`src/rtl/wb_write_port_ctrl.sv`:
```
// Single write-port arbiter for the register file: ALU results bypass, long-latency
// results are buffered in a small FIFO that also answers pending-write hazard queries.
module wb_write_port_ctrl #(
    parameter int DATA_WIDTH = 32,
    parameter int ADD_WIDTH  = 5,
    parameter int FIFO_DEPTH = 4
) (
    input  logic                  clk,
    input  logic                  rst,
    input  logic                  alu_valid,
    input  logic [ADD_WIDTH-1:0]  alu_rd,
    input  logic [DATA_WIDTH-1:0] alu_data,
    output logic                  alu_stall,
    input  logic                  ld_valid,
    output logic                  ld_ready,
    input  logic [ADD_WIDTH-1:0]  ld_rd,
    input  logic [DATA_WIDTH-1:0] ld_data,
    input  logic [ADD_WIDTH-1:0]  pend_addr_a,
    input  logic [ADD_WIDTH-1:0]  pend_addr_b,
    output logic                  pend_hit_a,
    output logic                  pend_hit_b,
    output logic                  wr_en,
    output logic [ADD_WIDTH-1:0]  wr_addr,
    output logic [DATA_WIDTH-1:0] wr_data
);

    localparam int PW = $clog2(FIFO_DEPTH);
    localparam int CW = PW + 1;
    localparam logic [CW-1:0] FULL_COUNT = CW'(FIFO_DEPTH);

    logic [ADD_WIDTH-1:0]  r_fifo_rd   [FIFO_DEPTH];
    logic [DATA_WIDTH-1:0] r_fifo_data [FIFO_DEPTH];
    logic [PW-1:0]         r_rd_ptr;
    logic [PW-1:0]         r_wr_ptr;
    logic [CW-1:0]         r_count;

    logic [FIFO_DEPTH-1:0] w_occ;
    logic [FIFO_DEPTH-1:0] w_hit_a;
    logic [FIFO_DEPTH-1:0] w_hit_b;
    logic [FIFO_DEPTH-1:0] w_hit_alu;
    logic                  w_full;
    logic                  w_alu_take;
    logic                  w_alu_issue;
    logic                  w_push;
    logic                  w_pop;

    // An entry is live when its distance from the head is below the occupancy count.
    generate
        for (genvar gi = 0; gi < FIFO_DEPTH; gi++) begin : g_entry
            logic [PW-1:0] w_offset;
            assign w_offset      = PW'(gi) - r_rd_ptr;
            assign w_occ[gi]     = ({1'b0, w_offset} < r_count);
            assign w_hit_a[gi]   = w_occ[gi] && (r_fifo_rd[gi] == pend_addr_a);
            assign w_hit_b[gi]   = w_occ[gi] && (r_fifo_rd[gi] == pend_addr_b);
            assign w_hit_alu[gi] = w_occ[gi] && (r_fifo_rd[gi] == alu_rd);
        end
    endgenerate

    assign pend_hit_a  = (pend_addr_a != '0) && (|w_hit_a);
    assign pend_hit_b  = (pend_addr_b != '0) && (|w_hit_b);

    assign w_full      = (r_count == FULL_COUNT);
    assign w_alu_take  = alu_valid && (alu_rd != '0);
    // Holding the ALU behind a buffered write to the same register keeps WAW order.
    assign alu_stall   = w_alu_take && (w_full || (|w_hit_alu));
    assign ld_ready    = !rst && !w_full;
    assign w_push      = ld_valid && ld_ready && (ld_rd != '0);
    assign w_alu_issue = w_alu_take && !alu_stall;
    assign w_pop       = !w_alu_issue && (r_count != '0);

    always_ff @(posedge clk) begin
        if (w_push) begin
            r_fifo_rd[r_wr_ptr]   <= ld_rd;
            r_fifo_data[r_wr_ptr] <= ld_data;
        end
    end

    always_ff @(posedge clk or posedge rst) begin
        if (rst) begin
            r_rd_ptr <= '0;
            r_wr_ptr <= '0;
            r_count  <= '0;
        end else begin
            if (w_push) r_wr_ptr <= r_wr_ptr + PW'(1);
            if (w_pop)  r_rd_ptr <= r_rd_ptr + PW'(1);
            case ({w_push, w_pop})
                2'b10:   r_count <= r_count + CW'(1);
                2'b01:   r_count <= r_count - CW'(1);
                default: r_count <= r_count;
            endcase
        end
    end

    always_ff @(posedge clk or posedge rst) begin
        if (rst) begin
            wr_en   <= 1'b0;
            wr_addr <= '0;
            wr_data <= '0;
        end else if (w_alu_issue) begin
            wr_en   <= 1'b1;
            wr_addr <= alu_rd;
            wr_data <= alu_data;
        end else if (w_pop) begin
            wr_en   <= 1'b1;
            wr_addr <= r_fifo_rd[r_rd_ptr];
            wr_data <= r_fifo_data[r_rd_ptr];
        end else begin
            wr_en   <= 1'b0;
        end
    end

endmodule

```
`config.mk`:
```
export PLATFORM = sky130hd
export DESIGN_NAME = wb_write_port_ctrl
export DESIGN_NICKNAME = d
export VERILOG_FILES = /design/src/rtl/wb_write_port_ctrl.sv
export SDC_FILE = /design/constraint.sdc
export NUM_CORES = 1
export LEC_CHECK = 0
export CAP_MARGIN = 5
export CORE_ASPECT_RATIO = 1.2
export CORE_MARGIN = 2
export CORE_UTILIZATION = 49
export CTS_CLUSTER_DIAMETER = 200
export DETAILED_ROUTE_END_ITERATION = 10
export PLACE_DENSITY_LB_ADDON = 0.25
export SYNTH_ARGS = -nofsm -noshare
export SYNTH_HDL_FRONTEND = slang
export SYNTH_SLANG_ARGS = --single-unit
export TNS_END_PERCENT = 5
```
`constraint.sdc`:
```
create_clock -name clk -period 3.75 [get_ports clk]
set_input_delay 1.125 -clock clk [delete_from_list [all_inputs] [get_ports clk]]
set_output_delay 1.125 -clock clk [all_outputs]
set_load 0.01 [all_outputs]
```
Word level (Yosys, flattened, before mapping)
Memories as Yosys holds them, arrays and structs flattened.
Cells that the tools add are included.
{ "word_totals": {"elab_cells": 80, "ff_bits": 45, "mem_bits_rw": 148, "memories": 2, "output_inout_bits": 42, "inputBits": 88} }
{ "memory_table": {"columns": ["memory", "words", "word_bits", "rd", "rd_ports_with_merged_regs", "wr", "line_no", "text"], "rows": [
  ["r_fifo_data", 4, 32, 1, 0, 1, "32", "logic [DATA_WIDTH-1:0] r_fifo_data [FIFO_DEPTH];"],
  ["r_fifo_rd", 4, 5, 5, 0, 1, "31", "logic [ADD_WIDTH-1:0] r_fifo_rd [FIFO_DEPTH];"]
]} }
{ "op_classes": {"add_sub_neg": 8, "n_reduce_logical": 36, "eq_ne": 15, "n_mux": 9, "order_cmp": 4} }
{ "ops": {"columns": ["cell", "count"], "rows": [
  ["$mux 32", 2],
  ["$eq 5x5->1", 12],
  ["$logic_and 1x1->1", 21],
  ["$reduce_bool 5->1", 4],
  ["$lt 2x3->1", 4],
  ["$reduce_or 4->1", 3],
  ["$mux 5", 2],
  ["$pmux 3 s2", 1],
  ["$add 2x1->2 const B", 2],
  ["$logic_not 1->1", 4],
  ["$mux 1", 4],
  ["$reduce_bool 2->1", 2],
  ["$sub 1x2->2 const A", 2],
  ["$sub 2x2->2 const A", 2],
  ["$add 3x1->3 const B", 1],
  ["$eq 3x3->1 const B", 1],
  ["$reduce_bool 3->1", 1],
  ["$sub 3x1->3 const B", 1],
  ["$eq 2x1->1 const B", 1],
  ["$eq 2x2->1 const B", 1],
  ["$logic_or 1x1->1", 1]
]} }

Logic depth before layout (Yosys ltp)
Gate-level depths: netlist (run 1).
{ "depth": {"word_depth": 12, "ltp_mapped": 17, "ltp_nobuf": 15} }

Worst setup path before layout (run 1)
OpenSTA, ideal clock, no wires.
{ "synth_timing": {"path_kind": "register to output", "start": "register r_rd_ptr[0]", "end": "output port alu_stall", "slack_ns": 0.146, "stages_incl_launch_ff": 12, "arrival_ns": 2.479, "path_cell_list": "dfrtp_1 buf_2 buf_1 xnor2_1 inv_1 ha_1 nand2b_1 o22ai_1 or4_1 nand4_2 nor2_1 nor2_1"} }
{ "synth_via": {"elab_chain_cells": 6, "elab_cells_between_ends": 15, "cone_classes": "4 x add/sub; 4 x order compare; 7 x reduce/logical"} }
{ "synth_lines": {"columns": ["item", "line_no", "text"], "rows": [
  ["from (decl)", "33", "logic [PW-1:0] r_rd_ptr;"],
  ["from (signal assigned)", "85", "if (w_pop) r_rd_ptr <= r_rd_ptr + PW'(1);"],
  ["$sub 1x2->2 / $sub 2x2->2 (equally long branches)", "51", "assign w_offset = PW'(gi) - r_rd_ptr;"],
  ["$lt 2x3->1", "52", "assign w_occ[gi] = ({1'b0, w_offset} < r_count);"],
  ["$logic_and 1x1->1", "55", "assign w_hit_alu[gi] = w_occ[gi] && (r_fifo_rd[gi] == alu_rd);"],
  ["$reduce_or 4->1 (*)", "65", "assign alu_stall = w_alu_take && (w_full || (|w_hit_alu));"],
  ["$logic_or 1x1->1 (*)", "65", null],
  ["$logic_and 1x1->1 (*)", "65", null],
  ["to (decl)", "13", "output logic alu_stall,"]
]} }
Every way passes the cells marked *; elsewhere a longest branch is shown, timed or not.

Worst setup path in the final report (run 1)
{ "layout_timing": {"start": "input port alu_rd[0]", "end": "output port alu_stall"} }
{ "layout_via": {"elab_chain_cells": 5, "elab_cells_between_ends": 13, "cone_classes": "4 x eq/ne; 9 x reduce/logical"} }
{ "layout_lines": {"columns": ["item", "line_no", "text"], "rows": [
  ["from (decl)", "11", "input logic [ADD_WIDTH-1:0] alu_rd,"],
  ["$eq 5x5->1", "55", null],
  ["$logic_and 1x1->1", "55", null],
  ["$reduce_or 4->1", "65", null],
  ["$logic_or 1x1->1", "65", null],
  ["$logic_and 1x1->1 (*)", "65", null]
]} }
Marked as above.

==> results of run 1 <==
## sequential cells by signal, summed over array words and instances, names as in the netlist
signal       count
wr_addr          5
r_fifo_data    128
r_wr_ptr         2
wr_en            1
r_count          3
r_rd_ptr         2
r_fifo_rd       20
wr_data         32
## layer usage
metal / wire [um] / up-vias / track usage / share of wire
met3: 800 / 31 / 0.0383 / 0.041
met2: 10400 / 128 / 0.385 / 0.53
met1: 7740 / 2481 / 0.263 / 0.40
met4: 503 / 0 / 0.0894 / 0.026
met5: 0 / - / 0 / 0
li1: - / 2179 / - / -
## how the worst max path moves through the flow
stage	to	slack [ps]
floorplan	alu_stall	150
global placement	pend_hit_a	-830
detailed placement	pend_hit_a	-830
CTS	alu_stall	-20
global route	alu_stall	-100
finish	alu_stall	-30
## power breakdown
| group | internal (uW) | total, uW | switching, uW |
|---|---|---|---|
| clock network | 940 | 1700 | 763 |
| registers | 2740 | 2980 | 241 |
| logic | 1790 | 3110 | 1320 |
| total | 5470 | 7800 | 2330 |
## synthesized netlist by cell type, drive strengths merged (2+ instances only)
master / count / area (um2)
edfxtp: 148 / 4440
nand2b: 2 / 12.5
inv: 12 / 45.0
xor2: 29 / 254
nand3: 11 / 55.1
or4: 4 / 30.0
dfrtp: 45 / 1130
or3: 2 / 12.5
o22ai: 2 / 12.5
nor2: 7 / 33.8
clkbuf: 21 / 78.8
o21ai: 4 / 20.0
buf: 11 / 70.1
mux4: 37 / 833
nand4: 2 / 18.8
nor4: 10 / 62.6
a21oi: 3 / 15.0
nor3: 4 / 20.0
xnor2: 38 / 333
mux2: 74 / 946
ha: 9 / 113
and2: 4 / 25.0
## kinds of logic after synthesis
group | Yosys count | synth area share
xor gates and xnor gates | 67 | 0.0678
buffers and inverters | 44 | 0.0224
and+or+nand+nor | 50 | 0.0340
muxes | 112 | 0.207
DFF | 193 | 0.643
AOI/OAI and AO/OA | 14 | 0.0104
adders and majority gates | 10 | 0.0153
## area by class of cell
type,count,area [um2]
Fill cell,1262,6230
Multi-Input combinational cell,253,3120
Inverter,12,47.5
Tap cell,220,275
Clock buffer,21,450
Timing Repair Buffer,172,1650
Sequential cell,193,5570
Clock inverter,11,104
## what timing repair did
| action | CTS | global route |
|---|---|---|
| resized for setup | 63 | 15 |
| pin swaps | 12 | 9 |
| hold buffers | 0 | 0 |
| endpoints found under the setup margin | 3 | 3 |
| setup buffers | 2 | 3 |
## worst register-to-register path, delay by kind of cell (launching register included)
kind	cells	cell delay, ps
AO/OA/AOI/OAI	2	240
XOR/XNOR	3	510
adder cells (fa/ha/maj)	3	790
buffers and inverters	4	380
flip-flops	1	440
AND/OR/NAND/NOR	4	910
## per-stage QoR
step	hold slack (ps)	instances
after floorplan	469	490
after global placement	520	845
after detailed placement	525	845
after CTS	561	879
after global routing	630	882
final	589	882
## layout by cell type (no fill, tap or decap), drive strengths merged, types with 3 or more instances in the layout
cell / n
edfxtp: 148
clkdlybuf4s50: 111
mux2: 74
buf: 47
dfrtp: 45
xnor2: 38
mux4: 37
xor2: 29
clkbuf: 22
inv: 16
nand3: 11
nor4: 10
ha: 9
dlygate4sd2: 7
nor2: 7
clkdlybuf4s15: 6
nor3: 4
o21ai: 4
and2: 4
or4: 4
clkinv: 4
a21oi: 3
==> out/qor.txt, run 1 <==
CP Cell Sequence = clkdlybuf4s15_2, buf_4, xor2_1, or4_4, nand4_4, nor2_2, nor2_1, buf_2
reg-to-reg endpoint = r_count[2]
FF-to-FF setup slack = 400 ps
final worst-path setup slack = -33.8 ps
setup_tns = -33.8 ps
family with the most delay on the worst path = simple AND/OR/NAND/NOR gates
CP Depth = 8
worst min path class = reg -> reg
TritonCTS Buffers = 17
Design Area, Final = 0.0112 mm2
final wirelength = 19,400 um
Via density = 5.46
min Tclk post-route = 3780 ps
Die ar. = 0.0188 mm2
#FFs+latches synth = 193
Routed Antenna Nets = 0
largest net degree at the start of global routing = 40
hold_sp = r_count[0]
Yosys cell types = 39
Synth Instances = 490
Boundary Pins = 130
Crit Path Category = in -> out
Final Util = 0.643
worst hold stages = 1
die height = 150 um
status = finished, violations left
1st-iter DRT viols = 220
final number of hold-violating endpoints = 0
synth warn = 0
R2R Path Start = r_rd_ptr[1]
Post-synth ARST share = 0.233
starting density of the core = 0.496
HPWL Detailed = 13,100 um
Core Area = 0.0174 mm2
final setup skew = 10.6 ps
Rows = 53
die width = 125 um
Max-Cap Viols = 0
first-pass GRT wire length = 30,100 um
Reg2Reg Depth = 16
total track usage = 0.216
DRC viols = 0
crit end category = output port
clock transition at the registers of the reported paths = 60 ps
Worst setup SP type = input port
peak supply drop = 425 uV
port buffer count = 129
worst path bufs/invs = 3
worst path arrival time = 2660 ps
CTS tree = built
layout cells sized above 1 = 0.338
start point of the critical path = alu_rd[0]
Worst Hold Path EP = r_count[0]
initial antenna violation count = 0
Tcrit/Tclk final = 1.01
vias = 4,819
EDFF count, synth = 148
area post-placement = 0.0104 mm2
post-synthesis sequential area ratio = 0.643
Overflow after GRT = 0
Tot Pwr = 7800 uW
vias in the first global route = 5,359
Power Density = 695 mW/mm2
Req. time, crit path = 2620 ps
Slowest-stage cell, CP = or4_4
Final setup viols = 1
Leak = 0.00406 uW
Least-Margin Pin Slew = 806 ps
CTS Sinks = 193
# diodes = 0
Slew HR = 0.463
Setup Slack @ Placement = -832 ps
Root Buffer = clkbuf_16
CP peak stage delay = 540 ps
maximum clock rate = 264 MHz
RSZ-0062 raised after global routing = yes
Clock Latency Late Sink = 420 ps
Mapped Nets = 588
Top FF cell, synth = edfxtp_1
Routability Congestion = 0.918
Slew Limit Fails = 0
clock buffer depth = 2
Synth Cell Area = 0.00866 mm2
final net count = 747
Worst Path Max Fanout = 5
failing checks = negative setup slack
routed wire length per instance = 22.0 um
Layout area overhead = 29.5%
DR pass1 iterations = 4
synthesized area per cell = 17.7 um2
H-Tree Depth = 4
(Power assumes the default switching activity.)
==> run 2, diff against run 1 <==
- PLACE_DENSITY: unset -> 0.76
- PLACE_DENSITY_LB_ADDON: 0.25 -> unset
==> out/qor.txt, run 2 (same netlist as run 1, synthesis figures left out) <==
peak supply drop = 362 uV (-15%)
Routability Congestion = 0.913 (-0.49%)
first-pass GRT wire length = 30,100 um (+0.28%)
DR pass1 iterations = 4 (unchanged)
FF-to-FF setup slack = 320 ps (-80 ps)
Crit Path Category = in -> out
starting density of the core = 0.496 (unchanged)
Final setup viols = 0 (-1)
Req. time, crit path = 2620 ps (about the same)
final net count = 742 (-0.67%)
maximum clock rate = 268 MHz (+1.5%)
Least-Margin Pin Slew = 819 ps (+13.6 ps)
Max-Cap Viols = 0 (unchanged)
final number of hold-violating endpoints = 0 (unchanged)
final wirelength = 19,300 um (-0.49%)
Worst Hold Path EP = wr_en
die height = 150 um (unchanged)
Setup Slack @ Placement = -736 ps (+95.9 ps)
CTS Sinks = 193 (unchanged)
DRC viols = 0 (unchanged)
start point of the critical path = pend_addr_a[0]
hold_sp = r_count[1]
Core Area = 0.0174 mm2 (unchanged)
Power Density = 713 mW/mm2 (+2.6%)
Slew HR = 0.453 (-0.00989)
status = finished clean
Slew Limit Fails = 0 (unchanged)
worst path arrival time = 2600 ps (-60 ps)
HPWL Detailed = 13,400 um (+2.3%)
Die ar. = 0.0188 mm2 (unchanged)
Tot Pwr = 7980 uW (+2.4%)
crit end category = output port
vias in the first global route = 5,357 (-0.037%)
Overflow after GRT = 0 (unchanged)
Design Area, Final = 0.0112 mm2 (-0.25%)
R2R Path Start = r_rd_ptr[1]
# diodes = 0 (unchanged)
Layout area overhead = 29.2%
Leak = 0.00407 uW (+0.11%)
worst hold stages = 2 (+1)
most common cell after layout, fill and taps aside = edfxtp_1
H-Tree Depth = 4 (unchanged)
initial antenna violation count = 0 (unchanged)
Reg2Reg Depth = 15 (-1)
Routed Antenna Nets = 0 (unchanged)
Tcrit/Tclk final = 0.995 (-0.0145)
Worst setup SP type = input port
hold buffer count at cts = 0 (unchanged)
1st-iter DRT viols = 314 (+43%)
CTS tree = built
layout cells sized above 1 = 0.323 (-0.0157)
final worst-path setup slack = 20.5 ps (+54.3 ps)
Via density = 5.50 (+0.67%)
biggest regs = r_fifo_data (128), wr_data (32), r_fifo_rd (20)
area post-placement = 0.0105 mm2 (+0.46%)
max reg flops = 128 (unchanged)
reg-to-reg endpoint = r_count[2]
clock transition at the registers of the reported paths = 60 ps (about the same)
Top reg by flops = r_fifo_data
clock buffer depth = 2 (unchanged)
Boundary Pins = 130 (unchanged)
port buffer count = 129 (unchanged)
die width = 125 um (unchanged)
min Tclk post-route = 3730 ps (-54.3 ps)
worst min path class = reg -> reg
Rows = 53 (unchanged)
routed wire length per instance = 22.0 um (about the same)
final setup skew = 12.1 ps (+1.54 ps)
Clock Latency Late Sink = 430 ps (about the same)
RSZ-0062 raised after global routing = yes
Worst Path Max Fanout = 4 (-1)
most frequent cells in the layout = edfxtp_1 (148), clkdlybuf4s50_1 (112), dfrtp_1 (43), mux2_2 (39), mux4_2 (37)
TritonCTS Buffers = 17 (unchanged)
Root Buffer = clkbuf_16
largest net degree at the start of global routing = 40 (unchanged)
total track usage = 0.215 (-0.00145)
vias = 4,824 (+0.10%)
## run 2: area by class of cell
type	count	area [um2]
Timing Repair Buffer	167	1640
Inverter	12	45.0
Sequential cell	193	5570
Multi-Input combinational cell	253	3010
Clock inverter	11	175
Tap cell	220	275
Clock buffer	21	460
Fill cell	1249	6250
## run 2: power by group
part           internal (uW)  total, uW  leakage (uW)  switching [uW]
Sequential              2740       2970       0.00186             230
Clock                   1160       1930      0.000312             769
Combinational           1790       3080       0.00189            1290
Total                   5690       7980       0.00407            2290
## run 2: what timing repair did
action / in CTS / in global routing
setup endpoints to repair: 4 / 3
setup buffers: 0 / 2
pin swaps: 4 / 8
resized for setup: 32 / 32
## run 2: worst max path at each step
| stage | endpoint | cells past startpoint |
|---|---|---|
| 6_report | pend_hit_a | 7 |
| 5_1_grt | alu_stall | 8 |
| 4_1_cts | alu_stall | 8 |
| 3_5_place_dp | alu_stall | 8 |
| 3_3_place_gp | alu_stall | 8 |
| 2_1_floorplan | alu_stall | 11 |
## run 2: metrics by stage
| stage | hold slack [ps] | setup TNS [ps] | cells | utilization |
|---|---|---|---|---|
| 6_report | 586 | 0 | 877 | 0.641 |
| 3_3_place_gp | 511 | -2590 | 843 | 0.600 |
| 5_1_grt | 616 | -111 | 877 | 0.641 |
| 2_1_floorplan | 469 | 0 | 490 | - |
| 3_5_place_dp | 554 | -2620 | 843 | 0.600 |
| 4_1_cts | 569 | -91.1 | 875 | 0.637 |
## run 2: routing by layer
| layer | track usage | vias up | share of wire |
|---|---|---|---|
| li1 | - | 2188 | - |
| met1 | 0.261 | 2504 | 0.40 |
| met2 | 0.389 | 118 | 0.55 |
| met3 | 0.0393 | 14 | 0.033 |
| met4 | 0.0728 | 0 | 0.014 |
| met5 | 0 | - | 0 |
## run 2: critical path, stage by stage
cell and delay (ps):
clkdlybuf4s50_1 460, buf_4 180, xor2_1 140, nor4_1 280, nor4_1 110, a21oi_1 160, buf_2 160
